### src/rtl/adc_emu_pkg.sv
// adc_emu_pkg: shared state type and default sizes for the ADC emulator.
// ADC_EMU_TRIANGLE_EN (optional) selects a triangle sample pattern.
package adc_emu_pkg;

   typedef enum logic [1:0] {
      IDLE,
      SHIFT,
      HOLD
   } state_t;

   localparam int ADC_DATA_W     = 12;
   localparam int ADC_LEAD_ZEROS = 4;
   localparam int FRAME_W        = ADC_LEAD_ZEROS + ADC_DATA_W;

endpackage

### src/rtl/adc_emu_pattern.sv
// adc_emu_pattern: deterministic sample source, one step per frame.
// Sawtooth by default; triangle when ADC_EMU_TRIANGLE_EN is defined.
module adc_emu_pattern
   import adc_emu_pkg::*;
#(
   parameter int                DATA_W = ADC_DATA_W,
   parameter int unsigned       STEP   = 1,
   parameter logic [DATA_W-1:0] INIT   = '0
) (
   input  logic              clk,
   input  logic              reset,
   input  logic              advance,
   output logic [DATA_W-1:0] value
);

   logic [DATA_W-1:0] r_value;
   logic [DATA_W-1:0] w_next;

`ifdef ADC_EMU_TRIANGLE_EN
   localparam logic [DATA_W:0] L_STEP = STEP[DATA_W:0];
   localparam logic [DATA_W:0] L_MAX  = {1'b0, {DATA_W{1'b1}}};

   logic            r_down;
   logic            w_down_nxt;
   logic [DATA_W:0] w_up_sum;

   // Triangle: saturate at either rail and reverse direction there.
   always_comb begin
      w_next     = r_value;
      w_down_nxt = r_down;
      w_up_sum   = {1'b0, r_value} + L_STEP;
      if (!r_down) begin
         if (w_up_sum >= L_MAX) begin
            w_next     = L_MAX[DATA_W-1:0];
            w_down_nxt = 1'b1;
         end else begin
            w_next = w_up_sum[DATA_W-1:0];
         end
      end else begin
         if ({1'b0, r_value} <= L_STEP) begin
            w_next     = '0;
            w_down_nxt = 1'b0;
         end else begin
            w_next = r_value - L_STEP[DATA_W-1:0];
         end
      end
   end

   // Direction register; counts up out of reset.
   always_ff @(posedge clk or posedge reset) begin
      if (reset) begin
         r_down <= 1'b0;
      end else if (advance) begin
         r_down <= w_down_nxt;
      end
   end
`else
   localparam logic [DATA_W-1:0] L_STEP = STEP[DATA_W-1:0];

   // Sawtooth: the modular add wraps at 2^DATA_W by itself.
   always_comb begin
      w_next = r_value + L_STEP;
   end
`endif

   // Current pattern value, stepped once per loaded frame.
   always_ff @(posedge clk or posedge reset) begin
      if (reset) begin
         r_value <= INIT;
      end else if (advance) begin
         r_value <= w_next;
      end
   end

   assign value = r_value;

endmodule

### src/rtl/adc_emulator.sv
// adc_emulator: serial ADC stand-in, one 16-bit frame per cs falling edge.
// Define ADC_EMU_TRIANGLE_EN for a triangle pattern instead of a sawtooth.
module adc_emulator
   import adc_emu_pkg::*;
#(
   parameter int                DATA_W     = ADC_DATA_W,
   parameter int                LEAD_ZEROS = ADC_LEAD_ZEROS,
   parameter int unsigned       STEP       = 1,
   parameter logic [DATA_W-1:0] INIT       = '0
) (
   input  logic              clk,
   input  logic              reset,
   input  logic              cs,
   output logic              sdata,
   output logic              sdata_oe,
   output logic              frame_start,
   output logic              frame_done,
   output logic [DATA_W-1:0] sample_out
);

   localparam int L_FRAME_W = LEAD_ZEROS + DATA_W;
   localparam int L_CNT_W   = $clog2(L_FRAME_W + 1);
   localparam logic [L_CNT_W-1:0] L_LAST = L_CNT_W'(L_FRAME_W - 1);
   localparam logic [L_CNT_W-1:0] L_ONE  = L_CNT_W'(1);

   state_t               r_state;
   logic                 r_cs_q;
   logic                 r_armed;
   logic [L_FRAME_W-1:0] r_shreg;
   logic [L_CNT_W-1:0]   r_bit_cnt;
   logic                 r_sdata;
   logic                 r_oe;
   logic                 r_fs;
   logic                 r_fd;
   logic [DATA_W-1:0]    r_sample;

   state_t               w_state_nxt;
   logic [L_FRAME_W-1:0] w_shreg_nxt;
   logic [L_CNT_W-1:0]   w_cnt_nxt;
   logic                 w_sdata_nxt;
   logic                 w_oe_nxt;
   logic                 w_fs_nxt;
   logic                 w_fd_nxt;
   logic [DATA_W-1:0]    w_sample_nxt;
   logic                 w_advance;
   logic                 w_fall;
   logic [DATA_W-1:0]    w_pattern;
   logic [L_FRAME_W-1:0] w_load;

   adc_emu_pattern #(
      .DATA_W (DATA_W),
      .STEP   (STEP),
      .INIT   (INIT)
   ) u_pattern (
      .clk     (clk),
      .reset   (reset),
      .advance (w_advance),
      .value   (w_pattern)
   );

   // cs held low through reset must not count as a falling edge, so
   // an edge is only honoured once cs has been seen high since reset.
   assign w_fall = r_armed & r_cs_q & ~cs;
   assign w_load = {{LEAD_ZEROS{1'b0}}, w_pattern};

   // Next state and outputs; r_shreg holds the not-yet-driven bits MSB-first.
   always_comb begin
      w_state_nxt  = r_state;
      w_shreg_nxt  = r_shreg;
      w_cnt_nxt    = r_bit_cnt;
      w_sdata_nxt  = 1'b0;
      w_oe_nxt     = 1'b0;
      w_fs_nxt     = 1'b0;
      w_fd_nxt     = 1'b0;
      w_sample_nxt = r_sample;
      w_advance    = 1'b0;
      unique case (r_state)
         IDLE: begin
            if (w_fall) begin
               w_shreg_nxt  = {w_load[L_FRAME_W-2:0], 1'b0};
               w_sdata_nxt  = w_load[L_FRAME_W-1];
               w_oe_nxt     = 1'b1;
               w_cnt_nxt    = L_ONE;
               w_sample_nxt = w_pattern;
               w_fs_nxt     = 1'b1;
               w_advance    = 1'b1;
               w_state_nxt  = SHIFT;
            end
         end
         SHIFT: begin
            if (cs) begin
               w_state_nxt = IDLE;
            end else begin
               w_shreg_nxt = {r_shreg[L_FRAME_W-2:0], 1'b0};
               w_sdata_nxt = r_shreg[L_FRAME_W-1];
               w_oe_nxt    = 1'b1;
               w_cnt_nxt   = r_bit_cnt + L_ONE;
               if (r_bit_cnt == L_LAST) begin
                  w_fd_nxt    = 1'b1;
                  w_state_nxt = HOLD;
               end
            end
         end
         HOLD: begin
            if (cs) begin
               w_state_nxt = IDLE;
            end else begin
               w_oe_nxt = 1'b1;
            end
         end
         default: begin
            w_state_nxt = IDLE;
         end
      endcase
   end

   // State, shift register, counter and registered outputs.
   always_ff @(posedge clk or posedge reset) begin
      if (reset) begin
         r_state   <= IDLE;
         r_cs_q    <= 1'b1;
         r_armed   <= 1'b0;
         r_shreg   <= '0;
         r_bit_cnt <= '0;
         r_sdata   <= 1'b0;
         r_oe      <= 1'b0;
         r_fs      <= 1'b0;
         r_fd      <= 1'b0;
         r_sample  <= INIT;
      end else begin
         r_state   <= w_state_nxt;
         r_cs_q    <= cs;
         r_armed   <= r_armed | cs;
         r_shreg   <= w_shreg_nxt;
         r_bit_cnt <= w_cnt_nxt;
         r_sdata   <= w_sdata_nxt;
         r_oe      <= w_oe_nxt;
         r_fs      <= w_fs_nxt;
         r_fd      <= w_fd_nxt;
         r_sample  <= w_sample_nxt;
      end
   end

   assign sdata       = r_sdata;
   assign sdata_oe    = r_oe;
   assign frame_start = r_fs;
   assign frame_done  = r_fd;
   assign sample_out  = r_sample;

endmodule

### config.mk
export PLATFORM = sky130hd
export DESIGN_NAME = adc_emulator
export DESIGN_NICKNAME = d
export VERILOG_FILES = /design/src/rtl/adc_emu_pkg.sv /design/src/rtl/adc_emu_pattern.sv /design/src/rtl/adc_emulator.sv
export SDC_FILE = /design/constraint.sdc
export NUM_CORES = 1
export LEC_CHECK = 0
export BUFFER_PORTS_ARGS = -buffer_cell sky130_fd_sc_hd__buf_2
export CORE_MARGIN = 2
export CORE_UTILIZATION = 30
export CTS_CLUSTER_DIAMETER = 100
export CTS_CLUSTER_SIZE = 10
export DETAILED_ROUTE_END_ITERATION = 8
export PLACE_DENSITY = 0.46
export RECOVER_POWER = 25
export SYNTH_ARGS = -nofsm -noshare
export SYNTH_HDL_FRONTEND = slang
export SYNTH_SLANG_ARGS = --single-unit
### constraint.sdc
create_clock -name clk -period 2.45 [get_ports clk]
set_clock_uncertainty 0.05 [all_clocks]
set_input_delay 0.1225 -clock clk [delete_from_list [all_inputs] [get_ports clk]]
set_output_delay 0.1225 -clock clk [all_outputs]
set_load 0.1 [all_outputs]
Word level (Yosys, flattened, before mapping)
Index checks and enable logic that the tools add are counted.
- memory bits (writable): 0
- memories kept: 0
- input bits: 3
- bits in read-only memories: 0
- output and inout bits: 16
- word-level logic and storage cells: 50
- register bits: 53
- bits in latches: 0
- reductions and logical operators: 6
- eq/ne operators: 7
- bitwise logic cells: 4
- mux-type cells: 20
- add/subtract/negate cells: 2
- multiply operators: 0
- shift-type cells: 0
- divide/modulo/power cells: 0
- order comparisons: 0
- operators by type and width (kind ; number):
    two-way mux 16 bit ; 2
    case mux 16 bit (2 select lines) ; 1
    adder 12 x 1 -> 12 bit (second input constant) ; 1
    two-way mux 5 bit ; 2
    case mux 5 bit (2 select lines) ; 1
    two-way mux 1 bit ; 8
    two-way mux 2 bit ; 4
    inequality test 2 bit (second input constant) ; 3
    case mux 2 bit (3 select lines) ; 1
    AND reduction 3 bit ; 2
    adder 5 x 1 -> 5 bit (second input constant) ; 1
    equality test 5 x 4 -> 1 bit (second input constant) ; 1
    inequality test 3 bit (second input constant) ; 1
    bitwise AND 1 bit ; 2
    equality test 2 x 1 -> 1 bit (second input constant) ; 1
    equality test 2 bit (second input constant) ; 1
    logical NOT 2 bit ; 1
    case mux 1 bit (2 select lines) ; 1
    AND reduction 2 bit ; 1
    nonzero test 2 bit ; 1
    OR reduction 2 bit ; 1
    NOT 1 bit ; 1
    bitwise OR 1 bit ; 1

Depth between registers and ports, before layout
Gate-level depths: netlist of the first run.
- word-level depth: 4
- depth in mapped cells: 8
- depth with buffers taken out: 7

Hierarchy
A second synthesis of the first run with hierarchy kept.
- cells, all modules: 210
- area, all modules: 2287.2 um2
- modules (own cells, without submodules) (module ; cells each ; area an instance (um2) ; times used):
    adc_emulator ; 167 ; 1770.4 ; 1
    adc_emu_pattern ; 43 ; 516.7 ; 1

Worst setup path before layout of the first run
Ideal clock, no wire load.
- path type: reg2reg
- start: register r_state[0]
- end: register r_bit_cnt[3]
- stages on the path, launching flop included: 8
- path buffers: 1
- slack: 0.682 ns
- period minus slack after synthesis: 1.768 ns
- arrival time: 1.641 ns
- setup time: 0.078 ns
- cell sequence: dfrtp_1 -> inv_1 -> ha_1 -> nand4b_1 -> buf_4 -> o21a_1 -> or3_1 -> a21oi_1
- cells in the longest elaborated chain, start to end: 3
- elaborated cells on any way between the ends: 7
- those cells by class: eq/ne (3); mux (1); reduce/logical (3)
- RTL lines (what ; RTL line ; text):
    start: declaration ; adc_emulator.sv:26 ; state_t r_state;
    start signal: assignment ; adc_emulator.sv:131 ; r_state <= w_state_nxt;
    equality test 2 x 1 -> 1 bit or logical NOT 2 bit (tied branches) ; adc_emulator.sv:77 ; unique case (r_state)
    inequality test 2 bit (no source line) or nonzero test 2 bit (tied branches) ; - ;
    AND reduction 3 bit (no source line) ; - ;
    end signal: assignment ; adc_emulator.sv:135 ; r_bit_cnt <= w_cnt_nxt;
    end: declaration ; adc_emulator.sv:30 ; logic [L_CNT_W-1:0] r_bit_cnt;
Several ways; a longest one is shown, not always the timed one.
A chain may end at the register's enable or synchronous reset.

Worst setup path after layout of the first run
- start: register r_state[0]
- end: register u_pattern.r_value[8], in the netlist u_pattern.value[8]
- cells in the longest elaborated chain, start to end: 2
- RTL lines (what ; RTL line ; text):
    logical NOT 2 bit ; adc_emulator.sv:77 ;
    two-way mux 1 bit ; adc_emulator.sv:77 ;
    end signal: assignment ; adc_emu_pattern.sv:71 ; r_value <= w_next;
    end: declaration ; adc_emu_pattern.sv:16 ; logic [DATA_W-1:0] r_value;
Every way passes these cells.

==> flow_summary.ini, run 1 <==
[clocking]
clk_latency_ns = 0.30
clock_path_buffers = 2
cts_sinks = 52
post-cts-setup-buffers = 0
clkTransAtPathRegs_ns = 0.09
htree_levels = 2
cts_root_buf = clkbuf_8
cts_buffers = 5
cts_tree = done

[critical_path]
cp.required_ns = 2.59
criticalPathCategory = reg -> reg
crit_path_end_kind = flip-flop
critPathLaunchType = flip-flop
worstPathArrival_ns = 2.11
cp_max_fo = 12

[power]
combPwrFrac = 0.354
p_leak_uw = 0.00129
pwr-share-clk = 0.219
power_frac_seq = 0.427
powerDensity_mw_per_mm2 = 1030
vdd_ir_drop_max_mv = 0.362
p_switching_uw = 1060
internal_power_uw = 1610
total_power_uw = 2670
switching_share = 0.398

[route]
drtAntennaViolNets = 0
post_drt_via_cell_ratio = 4.49
post_drt_wl_per_cell_um = 13.2
route.detailed.drc = 0
drt_wl_total_um = 4470
drt-initial-drc-count = 138
vias = 1518
dr.pass1.iters = 4

[timing]
slew_headroom = 0.377
finalCriticalPeriod_ns = 1.98
rsz0062_at_grt = false
finalHoldViolCount = 0
final-max-slew-violation-count = 0
fin_ws_ns = 0.475
fin_crit_sh = 0.806
fmax_mhz = 506
setup_viol = 0
tightest_slew_ns = 0.933
setup_tns_ns = 0

[finish]
seq_area_mm2 = 0.00130
multi_input_area_um2 = 892
nNetsFinal = 249
area_growth_syn_to_layout_pct = 14.9
fin_cells = 338
antenna_cells = 0
layout_commonest_cell = nand2_1
n_fill_cell = 761
drive_above_1_share = 0.134
mostFrequentLayoutCells = nand2_1 (55), dfrtp_1 (51), buf_2 (17)

[yosys]
ys_warn_count = 0
synthCells = 214
synth.area.top_cells = dfrtp_1 (56%), nand2_1 (9.1%), mux2i_1 (6.2%), ha_1 (4.4%), xnor2_1 (3.5%)
seq_area_frac_synth = 0.575
synth_area_leader_cell = dfrtp_1
ys_ff_latch = 52
synth_cell_types = 31
syn_nets = 225
synthDominantCellAreaShare = 0.564
netlist_area_mm2 = 0.00226
avgSynthCellArea_um2 = 10.6

[global_routing]
antenna_found_initial = 0
track_usage = 0.121
grt_max_degree = 30
grt_first_pass_wirelength_um = 7970
overflow = 0
grt_pass1_vias = 1542

[worst_hold_path]
min_path_type = reg -> reg

[floorplan]
die_area_mm2 = 0.00826
coreArea_mm2 = 0.00729
die_h_um = 90.9
ios = 19
die_x_um = 90.9
rows = 31
initial_core_util = 0.310

[status]
outcome = finished clean

[placed_design]
dp_cells = 328
gp_congestion = 0.752
hpwl_um = 3080
post-place-ws_ns = 0.483
port_buffers = 18

[run]
cap_violations = 0
==> metrics by stage <==
stage               instance area, um2   util  hold slack, ns
global placement                  2490  0.341           0.166
detailed placement                2490  0.341           0.161
CTS                               2620  0.359           0.373
floorplan                         2260      -          0.0770
finish                            2600  0.357           0.427
global route                      2600  0.357           0.477
==> Yosys cell counts, drive strengths merged <==
cell type,instances
nand2b,2
dfstp,1
nor2,5
xnor2,9
nand3b,1
nand4b,1
or2,1
dfrtp,51
nand2,55
xor2,2
nor4,1
clkbuf,3
a21bo,1
ha,8
and3,3
nand3,7
and2,1
nor3,1
buf,5
a222oi,1
o21a,1
mux2i,14
o21ai,15
nand4,2
inv,7
a22o,8
nor2b,1
clkinv,1
or3,2
a21oi,4
==> flip-flops by register name, summed over array words and instances, names as in the netlist <==
register,count
r_shreg,15
u_pattern.value,12
r_armed,1
r_state,2
frame_start,1
r_bit_cnt,5
sdata,1
sample_out,12
frame_done,1
r_cs_q,1
sdata_oe,1
==> cell type report <==
type	count	area share
Sequential cell	52	0.501
Multi-Input combinational cell	146	0.343
Timing Repair Buffer	25	0.0553
Tap cell	99	0.0476
Clock buffer	6	0.0279
Clock inverter	2	0.0135
Inverter	8	0.0115
==> kinds of logic (layout without fill, tap and decap cells) <==
logic type	Yosys count	count (layout)	share of synthesized area
xor+xnor	11	11	0.0426
compound gates	30	30	0.0851
buf+inv	16	41	0.0304
simple gates	83	83	0.160
fa+ha+maj	8	8	0.0442
mux	14	14	0.0619
flops	52	52	0.575
==> worst paths after layout <==
path / cells after the start / start / slack, ns / endpoint
max: 7 / r_state[0] / 0.47 / u_pattern.value[8]
min: 2 / sample_out[8] / 0.43 / sample_out[8]
max reg2reg: 7 / r_state[0] / 0.47 / u_pattern.value[8]
min reg2reg: 2 / sample_out[8] / 0.43 / sample_out[8]
max in group asynchronous: 4 / reset / 0.61 / r_shreg[4]
min in group asynchronous: 3 / reset / 0.51 / r_armed
==> power groups by stage <==
stage	logic, uW	registers, uW	clock network (uW)
6_report	946	1140	585
5_1_grt	1040	1170	654
4_1_cts	959	1140	613
3_5_place_dp	956	1160	0
3_3_place_gp	949	1160	0
2_1_floorplan	515	1390	0
==> worst max-delay path: stages (launching register included) <==
cell and delay (ns):
dfrtp_1 0.42, inv_1 0.14, ha_1 0.28, nand4b_1 0.19, clkinv_1 0.24, nand2_1 0.10, or3_1 0.33, xnor2_1 0.13
==> per-layer routing <==
| metal | up-vias | part of all wire | GRT usage |
|---|---|---|---|
| met1 | 735 | 0.50 | 0.169 |
| li1 | 761 | - | - |
| met3 | 5 | 0.028 | 0.0309 |
| met5 | - | 0 | 0 |
| met2 | 17 | 0.46 | 0.184 |
| met4 | 0 | 0.0098 | 0.0341 |
==> what timing repair did <==
item	in CTS	in global routing
hold endpoints to repair	23	0
setup endpoints to repair	0	0
hold buffers	2	0
resized for setup	0	0
Note: power is estimated with default switching activity, not from simulation.
==> run 2: changes to the inputs <==
--- a/config.mk
+++ b/config.mk
@@ -5,13 +5,14 @@
 export SDC_FILE = /design/constraint.sdc
 export NUM_CORES = 1
 export LEC_CHECK = 0
+export ABC_AREA = 1
 export BUFFER_PORTS_ARGS = -buffer_cell sky130_fd_sc_hd__buf_2
 export CORE_MARGIN = 2
 export CORE_UTILIZATION = 30
 export CTS_CLUSTER_DIAMETER = 100
 export CTS_CLUSTER_SIZE = 10
 export DETAILED_ROUTE_END_ITERATION = 8
-export PLACE_DENSITY = 0.46
+export PLACE_DENSITY = 0.47
 export RECOVER_POWER = 25
 export SYNTH_ARGS = -nofsm -noshare
 export SYNTH_HDL_FRONTEND = slang
==> constraint.sdc (replaced) <==
create_clock -name clk -period 1.6 [get_ports clk]
set_clock_uncertainty 0.05 [all_clocks]
set_input_delay 0.08 -clock clk [delete_from_list [all_inputs] [get_ports clk]]
set_output_delay 0.08 -clock clk [all_outputs]
set_load 0.1 [all_outputs]
==> flow_summary.ini, run 2 <==
[timing]
final-max-slew-violation-count = 0
rsz0062_at_grt = true
slew_headroom = 0.642
fin_crit_sh = 0.971
fin_ws_ns = 0.0470
fmax_mhz = 644
finalCriticalPeriod_ns = 1.55
finalHoldViolCount = 0
tightest_slew_ns = 0.537
setup_viol = 0

[status]
outcome = finished clean

[clocking]
cts_root_buf = clkbuf_8
clock_path_buffers = 2
htree_levels = 2
clk_latency_ns = 0.30
cts_tree = done
clkTransAtPathRegs_ns = 0.10
cts_buffers = 5
cts_sinks = 52

[critical_path]
cp_max_fo = 6
worstPathArrival_ns = 1.70
cpPeakStageDelay_ns = 0.40
criticalPathCategory = reg -> reg
cp.required_ns = 1.75
cp_top_family = buffers and inverters
worstPathCellList = inv_2 > ha_4 > nand4_1 > buf_6 > buf_4 > buf_4 > nand2_1 > nand2_1
critPathLaunchType = flip-flop
crit_path_end_kind = flip-flop
crit_slowest_cell = dfrtp_1
cp_num_buf_inv = 4

[route]
post_drt_via_cell_ratio = 4.52
route.detailed.drc = 0
dr.pass1.iters = 4
drtAntennaViolNets = 0
drt_wl_total_um = 5170
drt-initial-drc-count = 90
vias = 1864
post_drt_wl_per_cell_um = 12.5

[placed_design]
port_buffers = 18
post-place-ws_ns = -0.0204
dp_cells = 394
hpwl_um = 3470
gp_congestion = 0.754

[global_routing]
overflow = 0
track_usage = 0.128
grt_first_pass_wirelength_um = 8690
grt_pass1_vias = 1774
grt_max_degree = 40
antenna_found_initial = 0

[floorplan]
die_x_um = 92.8
die_area_mm2 = 0.00862
rows = 32
initial_core_util = 0.308
coreArea_mm2 = 0.00769
die_h_um = 92.8
ios = 19

[finish]
mostFrequentLayoutCells = nand2_1 (89), dfrtp_1 (51), o21ai_0 (23)
fin_cells = 412
drive_above_1_share = 0.216
layout_commonest_cell = nand2_1
nNetsFinal = 320
largest_reg_flops = 15
max_flop_register = r_shreg
antenna_cells = 0
area_growth_syn_to_layout_pct = 22.0

[power]
powerDensity_mw_per_mm2 = 1840
p_leak_uw = 0.00138
vdd_ir_drop_max_mv = 0.500

[yosys]
synthDominantCellAreaShare = 0.539
ys_warn_count = 0
async_reset_ff_frac = 1.00
synth_edf_count = 0
seq_area_frac_synth = 0.550
syn_nets = 279
synth_cell_types = 24
synthCells = 268
avgSynthCellArea_um2 = 8.83
yosysMostFrequentCell = nand2_1
synth_area_leader_cell = dfrtp_1
synth_top_flop_cell = dfrtp_1
ys_ff_latch = 52
netlist_area_mm2 = 0.00237
synth.area.top_cells = dfrtp_1 (54%), nand2_1 (14%), o21ai_0 (5.5%), ha_1 (4.2%), inv_1 (2.9%)
netlist_top_cells_count = nand2_1 (91), dfrtp_1 (51), o21ai_0 (26)

[worst_hold_path]
min_path_type = in -> async

[run]
cap_violations = 0
[run 2: changes by cell type after synthesis, moves of 8 or more]
cell,change
mux2i_1,-10
o21ai_1,+11
a22o_1,-8
inv_1,+11
nand2_1,+36
o21ai_0,+11
[run 2: logic make-up after synthesis]
group	count (synthesis)	share of synthesized area
adders and majority gates	8	0.0423
muxes	4	0.0169
DFF	52	0.550
AOI/OAI and AO/OA	42	0.0899
and+or+nand+nor	125	0.218
buffers and inverters	30	0.0571
xor gates and xnor gates	7	0.0259
[run 2: final cells by class]
cell class / instances / area (um2)
Multi-Input combinational cell: 187 / 995
Fill cell: 814 / 4800
Clock buffer: 8 / 100
Sequential cell: 52 / 1300
Tap cell: 102 / 128
Inverter: 20 / 75.1
Timing Repair Buffer: 43 / 288
[run 2: layer usage]
| metal | vias up | wire length, um | GRT usage |
|---|---|---|---|
| met5 | - | 0 | 0 |
| met3 | 9 | 167 | 0.0293 |
| met2 | 28 | 2220 | 0.191 |
| met4 | 0 | 102 | 0.0404 |
| li1 | 941 | - | - |
| met1 | 886 | 2670 | 0.184 |
[run 2: final timing paths]
kind | slack [ns] | start | endpoint | depth (start not counted)
max reg2reg | 0.05 | r_state[1] | u_pattern.value[9] | 8
min in group clk | 0.42 | cs | r_cs_q | 2
max | 0.05 | r_state[1] | u_pattern.value[9] | 8
min reg2reg | 0.43 | sample_out[2] | sample_out[2] | 2
max in group asynchronous | 0.30 | reset | u_pattern.value[4] | 4
min | 0.29 | reset | frame_done | 3
[run 2: tightest hold or removal path, cell delays in order]
cell           delay (ns)
dlygate4sd3_1        0.53
buf_2                0.11
inv_1                0.39
[run 2: where the power goes]
part / switching (uW) / internal [uW] / total (uW)
Combinational: 1770 / 785 / 2550
Clock: 428 / 396 / 824
Sequential: 249 / 1680 / 1920
Total: 2450 / 2860 / 5300
[run 2: per-stage QoR]
step	hold WS [ns]	total power (uW)	utilization	setup TNS, ns	area, um2
after CTS	0.222	5140	0.362	0	2790
after global routing	0.377	5720	0.376	-0.407	2890
final	0.294	5300	0.376	0	2890
after detailed placement	0.0118	4260	0.346	-0.0226	2660
after floorplan	0.0345	3710	-	0	2370
after global placement	0.00934	4250	0.346	0	2660
[run 2: what timing repair did]
action                                 4_1_cts  5_1_grt
gates cloned                                 0        2
pin swaps                                    0        4
endpoints found under the hold margin       14        0
hold buffers                                 2        0
buffers inserted                             0        7
setup endpoints to repair                    3       25
gates resized for setup                      1       19
